<file path="src/rtl/bcd_adder_pkg.sv">
// ---------------------------------------------------------------------------
// bcd_adder_pkg
// Shared constants and types for the registered BCD (8421) adder.
//   BCD_DIGIT_W    : bits per decimal digit
//   BCD_MAX_DIGIT  : largest legal BCD digit value
//   BCD_CORRECTION : value added to a digit whose binary sum exceeds 9
//   bcd_digit_t    : one packed BCD digit
//   digit_invalid(): true when a 4-bit digit is outside 0..9
// ---------------------------------------------------------------------------
package bcd_adder_pkg;

    localparam int         BCD_DIGIT_W    = 4;
    localparam logic [3:0] BCD_MAX_DIGIT  = 4'd9;
    localparam logic [3:0] BCD_CORRECTION = 4'd6;

    typedef logic [BCD_DIGIT_W-1:0] bcd_digit_t;

    function automatic logic digit_invalid(input bcd_digit_t d);
        return (d > BCD_MAX_DIGIT);
    endfunction

endpackage

</file>
<file path="src/rtl/bcd_adder_if.sv">
// ---------------------------------------------------------------------------
// bcd_adder_if
// Operand / result bundle for bcd_adder.
//   in_valid, A, B, Cin        : driven by the master (operand source)
//   out_valid, bcdS, bcdCout   : driven by the slave (the adder)
//   digit_err                  : slave output, present only when
//                                BCD_ADDER_DIGIT_ERR_EN is defined
// Parameter NUM_DIGITS must match the NUM_DIGITS of the attached adder.
// ---------------------------------------------------------------------------
interface bcd_adder_if #(
    parameter int NUM_DIGITS = 1
);
    localparam int W = 4 * NUM_DIGITS;

    logic         in_valid;
    logic [W-1:0] A;
    logic [W-1:0] B;
    logic         Cin;
    logic         out_valid;
    logic [W-1:0] bcdS;
    logic         bcdCout;
`ifdef BCD_ADDER_DIGIT_ERR_EN
    logic         digit_err;

    modport master (
        output in_valid, A, B, Cin,
        input  out_valid, bcdS, bcdCout, digit_err
    );

    modport slave (
        input  in_valid, A, B, Cin,
        output out_valid, bcdS, bcdCout, digit_err
    );
`else
    modport master (
        output in_valid, A, B, Cin,
        input  out_valid, bcdS, bcdCout
    );

    modport slave (
        input  in_valid, A, B, Cin,
        output out_valid, bcdS, bcdCout
    );
`endif

endinterface

</file>
<file path="src/rtl/bcd_digit_add.sv">
// ---------------------------------------------------------------------------
// bcd_digit_add
// Purely combinational single-digit BCD adder.
//   a, b : operand digits (values 10..15 are accepted and run through the
//          same correction formula)
//   ci   : carry in
//   s    : corrected sum digit
//   co   : decimal carry out (binary sum > 9)
// ---------------------------------------------------------------------------
module bcd_digit_add
    import bcd_adder_pkg::*;
(
    input  bcd_digit_t a,
    input  bcd_digit_t b,
    input  logic       ci,
    output bcd_digit_t s,
    output logic       co
);

    logic [4:0] z;
    logic       k;

    always_comb begin
        z  = {1'b0, a} + {1'b0, b} + {4'b0000, ci};
        // z > 9 without a magnitude comparator: overflow past 15, or 8 plus 4/2
        k  = z[4] | (z[3] & z[2]) | (z[3] & z[1]);
        // Upper bit of the correction intentionally drops out (mod 16)
        s  = z[3:0] + (k ? BCD_CORRECTION : 4'd0);
        co = k;
    end

endmodule

</file>
<file path="src/rtl/bcd_adder.sv">
// ---------------------------------------------------------------------------
// bcd_adder
// Registered ripple-carry BCD adder, one cycle latency, one add per cycle.
//   clk    : rising-edge clock
//   rst_n  : synchronous active-low reset, wins over bus.in_valid
//   bus    : bcd_adder_if.slave
//            in_valid/A/B/Cin in, out_valid/bcdS/bcdCout out (registered)
// Parameter NUM_DIGITS (1..8): digits per operand, digit 0 in bits [3:0].
// Optional macro BCD_ADDER_DIGIT_ERR_EN adds the registered bus.digit_err
// flag, set when an accepted operand has any digit above 9.
// ---------------------------------------------------------------------------
module bcd_adder
    import bcd_adder_pkg::*;
#(
    parameter int NUM_DIGITS = 1
) (
    input  logic        clk,
    input  logic        rst_n,
    bcd_adder_if.slave  bus
);

    localparam int W = BCD_DIGIT_W * NUM_DIGITS;

    logic [NUM_DIGITS:0] carry;
    logic [W-1:0]        sum_c;

    logic         out_valid_d, out_valid_q;
    logic [W-1:0] bcd_s_d,     bcd_s_q;
    logic         bcd_cout_d,  bcd_cout_q;

    assign carry[0] = bus.Cin;

    for (genvar i = 0; i < NUM_DIGITS; i++) begin : g_digit
        bcd_digit_add u_digit (
            .a  (bus.A[i*BCD_DIGIT_W +: BCD_DIGIT_W]),
            .b  (bus.B[i*BCD_DIGIT_W +: BCD_DIGIT_W]),
            .ci (carry[i]),
            .s  (sum_c[i*BCD_DIGIT_W +: BCD_DIGIT_W]),
            .co (carry[i+1])
        );
    end

    always_comb begin
        out_valid_d = bus.in_valid;
        bcd_s_d     = bcd_s_q;
        bcd_cout_d  = bcd_cout_q;
        if (bus.in_valid) begin
            bcd_s_d    = sum_c;
            bcd_cout_d = carry[NUM_DIGITS];
        end
    end

    always_ff @(posedge clk) begin
        if (!rst_n) begin
            out_valid_q <= 1'b0;
            bcd_s_q     <= '0;
            bcd_cout_q  <= 1'b0;
        end else begin
            out_valid_q <= out_valid_d;
            bcd_s_q     <= bcd_s_d;
            bcd_cout_q  <= bcd_cout_d;
        end
    end

    assign bus.out_valid = out_valid_q;
    assign bus.bcdS      = bcd_s_q;
    assign bus.bcdCout   = bcd_cout_q;

`ifdef BCD_ADDER_DIGIT_ERR_EN
    logic digit_err_d, digit_err_q;
    logic any_bad;

    always_comb begin
        any_bad = 1'b0;
        for (int i = 0; i < NUM_DIGITS; i++) begin
            any_bad = any_bad
                    | digit_invalid(bus.A[i*BCD_DIGIT_W +: BCD_DIGIT_W])
                    | digit_invalid(bus.B[i*BCD_DIGIT_W +: BCD_DIGIT_W]);
        end
        digit_err_d = bus.in_valid ? any_bad : digit_err_q;
    end

    always_ff @(posedge clk) begin
        if (!rst_n) begin
            digit_err_q <= 1'b0;
        end else begin
            digit_err_q <= digit_err_d;
        end
    end

    assign bus.digit_err = digit_err_q;
`endif

endmodule

</file>
<file path="src/flat_wrapper.sv">
// flat-port wrapper written by rule: the top's interface ports become plain ports
module bcd_adder_flat import bcd_adder_pkg::*;
#(
    parameter int NUM_DIGITS = 1
)
  (clk, rst_n, bus_in_valid, bus_A, bus_B, bus_Cin, bus_out_valid, bus_bcdS, bus_bcdCout);
  bcd_adder_if #(.NUM_DIGITS(NUM_DIGITS)) bus_i ();
  input  logic clk;
  input  logic rst_n;
  input wire logic [$bits(bus_i.in_valid)-1:0] bus_in_valid;
  input wire logic [$bits(bus_i.A)-1:0] bus_A;
  input wire logic [$bits(bus_i.B)-1:0] bus_B;
  input wire logic [$bits(bus_i.Cin)-1:0] bus_Cin;
  output wire logic [$bits(bus_i.out_valid)-1:0] bus_out_valid;
  output wire logic [$bits(bus_i.bcdS)-1:0] bus_bcdS;
  output wire logic [$bits(bus_i.bcdCout)-1:0] bus_bcdCout;
  assign bus_i.in_valid = bus_in_valid;
  assign bus_i.A = bus_A;
  assign bus_i.B = bus_B;
  assign bus_i.Cin = bus_Cin;
  assign bus_out_valid = bus_i.out_valid;
  assign bus_bcdS = bus_i.bcdS;
  assign bus_bcdCout = bus_i.bcdCout;
  bcd_adder #(.NUM_DIGITS(NUM_DIGITS)) u_core (.clk(clk), .rst_n(rst_n), .bus(bus_i));
endmodule
</file>
<file path="config.mk">
export PLATFORM = sky130hd
export DESIGN_NAME = bcd_adder_flat
export DESIGN_NICKNAME = d
export VERILOG_FILES = /design/src/rtl/bcd_adder_pkg.sv /design/src/rtl/bcd_adder_if.sv /design/src/rtl/bcd_digit_add.sv /design/src/rtl/bcd_adder.sv /design/src/flat_wrapper.sv
export SDC_FILE = /design/constraint.sdc
export NUM_CORES = 1
export LEC_CHECK = 0
export ABC_AREA = 1
export CAP_MARGIN = 30
export CORE_AREA = 2 2 39 41
export DETAILED_ROUTE_END_ITERATION = 6
export DIE_AREA = 0 0 41 43
export GPL_TIMING_DRIVEN = 0
export PLACE_DENSITY = 0.63
export SKIP_LAST_GASP = 1
export SLEW_MARGIN = 10
export SYNTH_ARGS = -nofsm -noshare
export SYNTH_HDL_FRONTEND = slang
export SYNTH_SLANG_ARGS = --single-unit
</file>
<file path="constraint.sdc">
create_clock -name clk -period 7.2 [get_ports clk]
set_input_delay 1.44 -clock clk [delete_from_list [all_inputs] [get_ports clk]]
set_output_delay 1.44 -clock clk [all_outputs]
set_load 0.02 [all_outputs]
</file>
==> metrics.yaml <==
grt:
  grt_max_degree: 11
  gr-total-overflow: 0
  grt_pass1_wl_um: 1540
  grt_use_total: 0.130
  via_count_of_the_first_global_routing_pass: 416
  grt_antenna_before_repair: 0
setup_path:
  worst_r2r_endpoint: "u_core.bus.bcdS[3]$_SDFFE_PN0P_"
  crit_type: "primary input to register"
  rrSetupSlack_ns: 6.56
  worst_setup_path_end_kind: "register"
  reg2reg_depth: 4
  regToRegStartpoint: "u_core.bus.bcdS[3]$_SDFFE_PN0P_"
  worst-endpoint-arrival_ns: 4.11
  worstPathMaxFanout: 2
  required_time_at_the_worst_slack_endpoint_ns: 7.35
  worst_setup_path_start_kind: "primary input"
timing:
  max-slew-margin-rel: 0.857
  layout_setup_ws_ns: 3.23
  worst_pin_slew_ns: 0.213
  timing_hold_violations_final: 0
  maxSlewViolCount: 0
  maxClockFrequency_mhz: 252
  finalClockSkew_ns: 0
  period_share: 0.551
  fin_tns_setup_ns: 0
  timing.final.setup_violations: 0
  grt_setup_unrepaired: "no"
  post-route-min-period_ns: 3.97
floorplan:
  dieWidth_um: 41
  floorplan.core_area_mm2: 0.00138
  area_enclosed_by_the_die_boundary_mm2: 0.00176
  die_height_um: 43
  floorplan.initialDensity: 0.342
  design.portCount: 18
  rows: 14
cts:
  tritoncts.num_buffers: 3
  clk_transition_reported_paths_ns: 0.04
  clk_path_buf_depth: 2
  clock_tree.root_cell: "clkbuf_4"
  post_cts_resized: 0
  cts_h_tree_lvls: 1
  clock_sink_count: 6
  clock_latency_ns: 0.25
  cts_setup_buffers: 0
  cts_hold_repair.buffers: 0
  cts_tree: "built"
drt:
  dr.first_iter.drc_count: 0
  postRouteWirelength_um: 799
  wl_per_cell_um: 7.99
  via_per_inst: 4.31
  antenna_left: 0
  drcViolationCount: 0
  drt-pass1-iter-count: 1
  total_vias_in_the_final_route: 431
hold_path:
  worst_min_delay_path_startpoint: "u_core.bus.bcdS[0]$_SDFFE_PN0P_"
  whs_endpoint: "u_core.bus.bcdS[0]$_SDFFE_PN0P_"
  hp-class: "register to register"
  hold_depth: 2
final_layout:
  drive_gt1_frac: 0.0952
  syn_to_final_growth_pct: 45.0
  finalNetCount: 105
  n_antenna_cell: 0
power:
  vdd_ir_drop_max_mv: 0.0567
  internal_power_uw: 81.6
  power_frac_seq: 0.318
  cellLeakagePower_nw: 0.362
  power_density_mw_per_mm2: 178
  p_sw_frac: 0.331
  power_frac_comb: 0.429
  p_sw_uw: 40.4
  clockPowerShare: 0.253
yosys:
  post_synth_instance_area_um2: 473
  synthesis.yosys.warnings: 0
  synth_seq_area_share: 0.254
  mappedNetlistNets: 83
  post_synthesis_register_bit_count: 6
  post_synth_inst_count: 64
  synth_cell_type_count: 12
  synthesis.area_per_instance_um2: 7.39
place:
  post-place-ws_ns: 2.92
  dpl.hpwl_um: 686
  buffer_ports.inserted: 17
  place.gp.congestion: 0.691
job:
  timing.max_cap.violations: 0
run_status:
  result_of_the_run: "finished clean"
[cells in the final DEF (no fill, tap or decap), types with 3 or more instances in the layout]
cell             netlist  final
inv_1                 18     18
clkdlybuf4s50_1        0     17
nand2_1               10     10
dfxtp_1                6      6
a21oi_1                5      5
nor2_1                 5      5
nand3_1                4      4
o21ai_0                4      4
ha_1                   4      4
nand3_2                3      3
fa_1                   3      3
clkbuf_4               0      3
[registers in the layout, indices dropped and copies added, names as in the netlist]
register	flops
u_core.bus.bcdS	4
u_core.bus.bcdCout	1
u_core.bus.out_valid	1
[through the flow]
step	util	hold WS (ns)	std cells	area, µm²	power (mW)
finish	0.495	0.524	100	686	0.122
global route	0.495	0.567	100	686	0.135
CTS	0.495	0.529	100	686	0.124
detailed placement	0.479	0.516	97	663	0.0922
global placement	0.479	0.506	97	663	0.0911
floorplan	-	0.592	64	473	0.0732
[power by group through the flow]
stage                     sequential, mW  combinational, mW  clock [mW]
after global placement            0.0394             0.0517           0
after detailed placement          0.0394             0.0528           0
after global routing              0.0394             0.0616      0.0340
final                             0.0388             0.0523      0.0309
after floorplan                   0.0443             0.0289           0
after CTS                         0.0388             0.0534      0.0321
[cells by family (layout without fill, tap and decap cells)]
family	after synthesis	count (layout)	share of synthesized area
simple gates	22	22	0.225
flops	6	6	0.254
buf+inv	19	39	0.159
fa+ha+maj	7	7	0.233
compound gates	9	9	0.0952
xor+xnor	1	1	0.0344
[worst max path at each step]
| stage | from | to | slack [ns] | cells after the start |
|---|---|---|---|---|
| 2_1_floorplan | bus_Cin | u_core.bus.bcdS[3]$_SDFFE_PN0P_ | 3.57 | 14 |
| 3_3_place_gp | bus_Cin | u_core.bus.bcdS[3]$_SDFFE_PN0P_ | 2.99 | 15 |
| 3_5_place_dp | bus_Cin | u_core.bus.bcdS[3]$_SDFFE_PN0P_ | 2.92 | 15 |
| 4_1_cts | bus_Cin | u_core.bus.bcdS[3]$_SDFFE_PN0P_ | 3.19 | 15 |
| 5_1_grt | bus_B[0] | u_core.bus.bcdS[3]$_SDFFE_PN0P_ | 3.04 | 15 |
| 6_report | bus_Cin | u_core.bus.bcdS[3]$_SDFFE_PN0P_ | 3.23 | 15 |
[critical path, cell delays in order]
cell             delay (ns)
clkdlybuf4s50_1        0.45
inv_1                  0.05
fa_1                   0.45
fa_1                   0.44
xor2_2                 0.21
nand2_1                0.08
nand3_2                0.07
nand2_1                0.08
ha_1                   0.14
inv_1                  0.04
fa_1                   0.38
nand3_1                0.10
nand3_1                0.07
nand2_1                0.06
inv_1                  0.03
[cell usage after synthesis (all sizes together)]
library cell	n	area share
buf	1	0.016
a21oi	5	0.053
o21ai	4	0.042
ha	4	0.11
dfxtp	6	0.25
fa	3	0.13
nor2	5	0.040
nand2	10	0.079
nand3	7	0.11
inv	18	0.14
xor2	1	0.034
[area by class of cell]
type | count | area (µm²)
Fill cell | 145 | 698
Multi-Input combinational cell | 39 | 278
Timing Repair Buffer | 17 | 170
Sequential cell | 6 | 120
Inverter | 18 | 67.6
Clock buffer | 3 | 22.5
Tap cell | 16 | 20.0
Buffer | 1 | 7.51
[per-layer routing]
metal | vias up | global-route usage | share of wire
met4 | 0 | 0.100 | 0.034
met5 | - | 0 | 0
met1 | 176 | 0.144 | 0.39
met2 | 18 | 0.200 | 0.48
li1 | 234 | - | -
met3 | 3 | 0.0314 | 0.094
No activity file was read; power rests on OpenSTA's default activity.
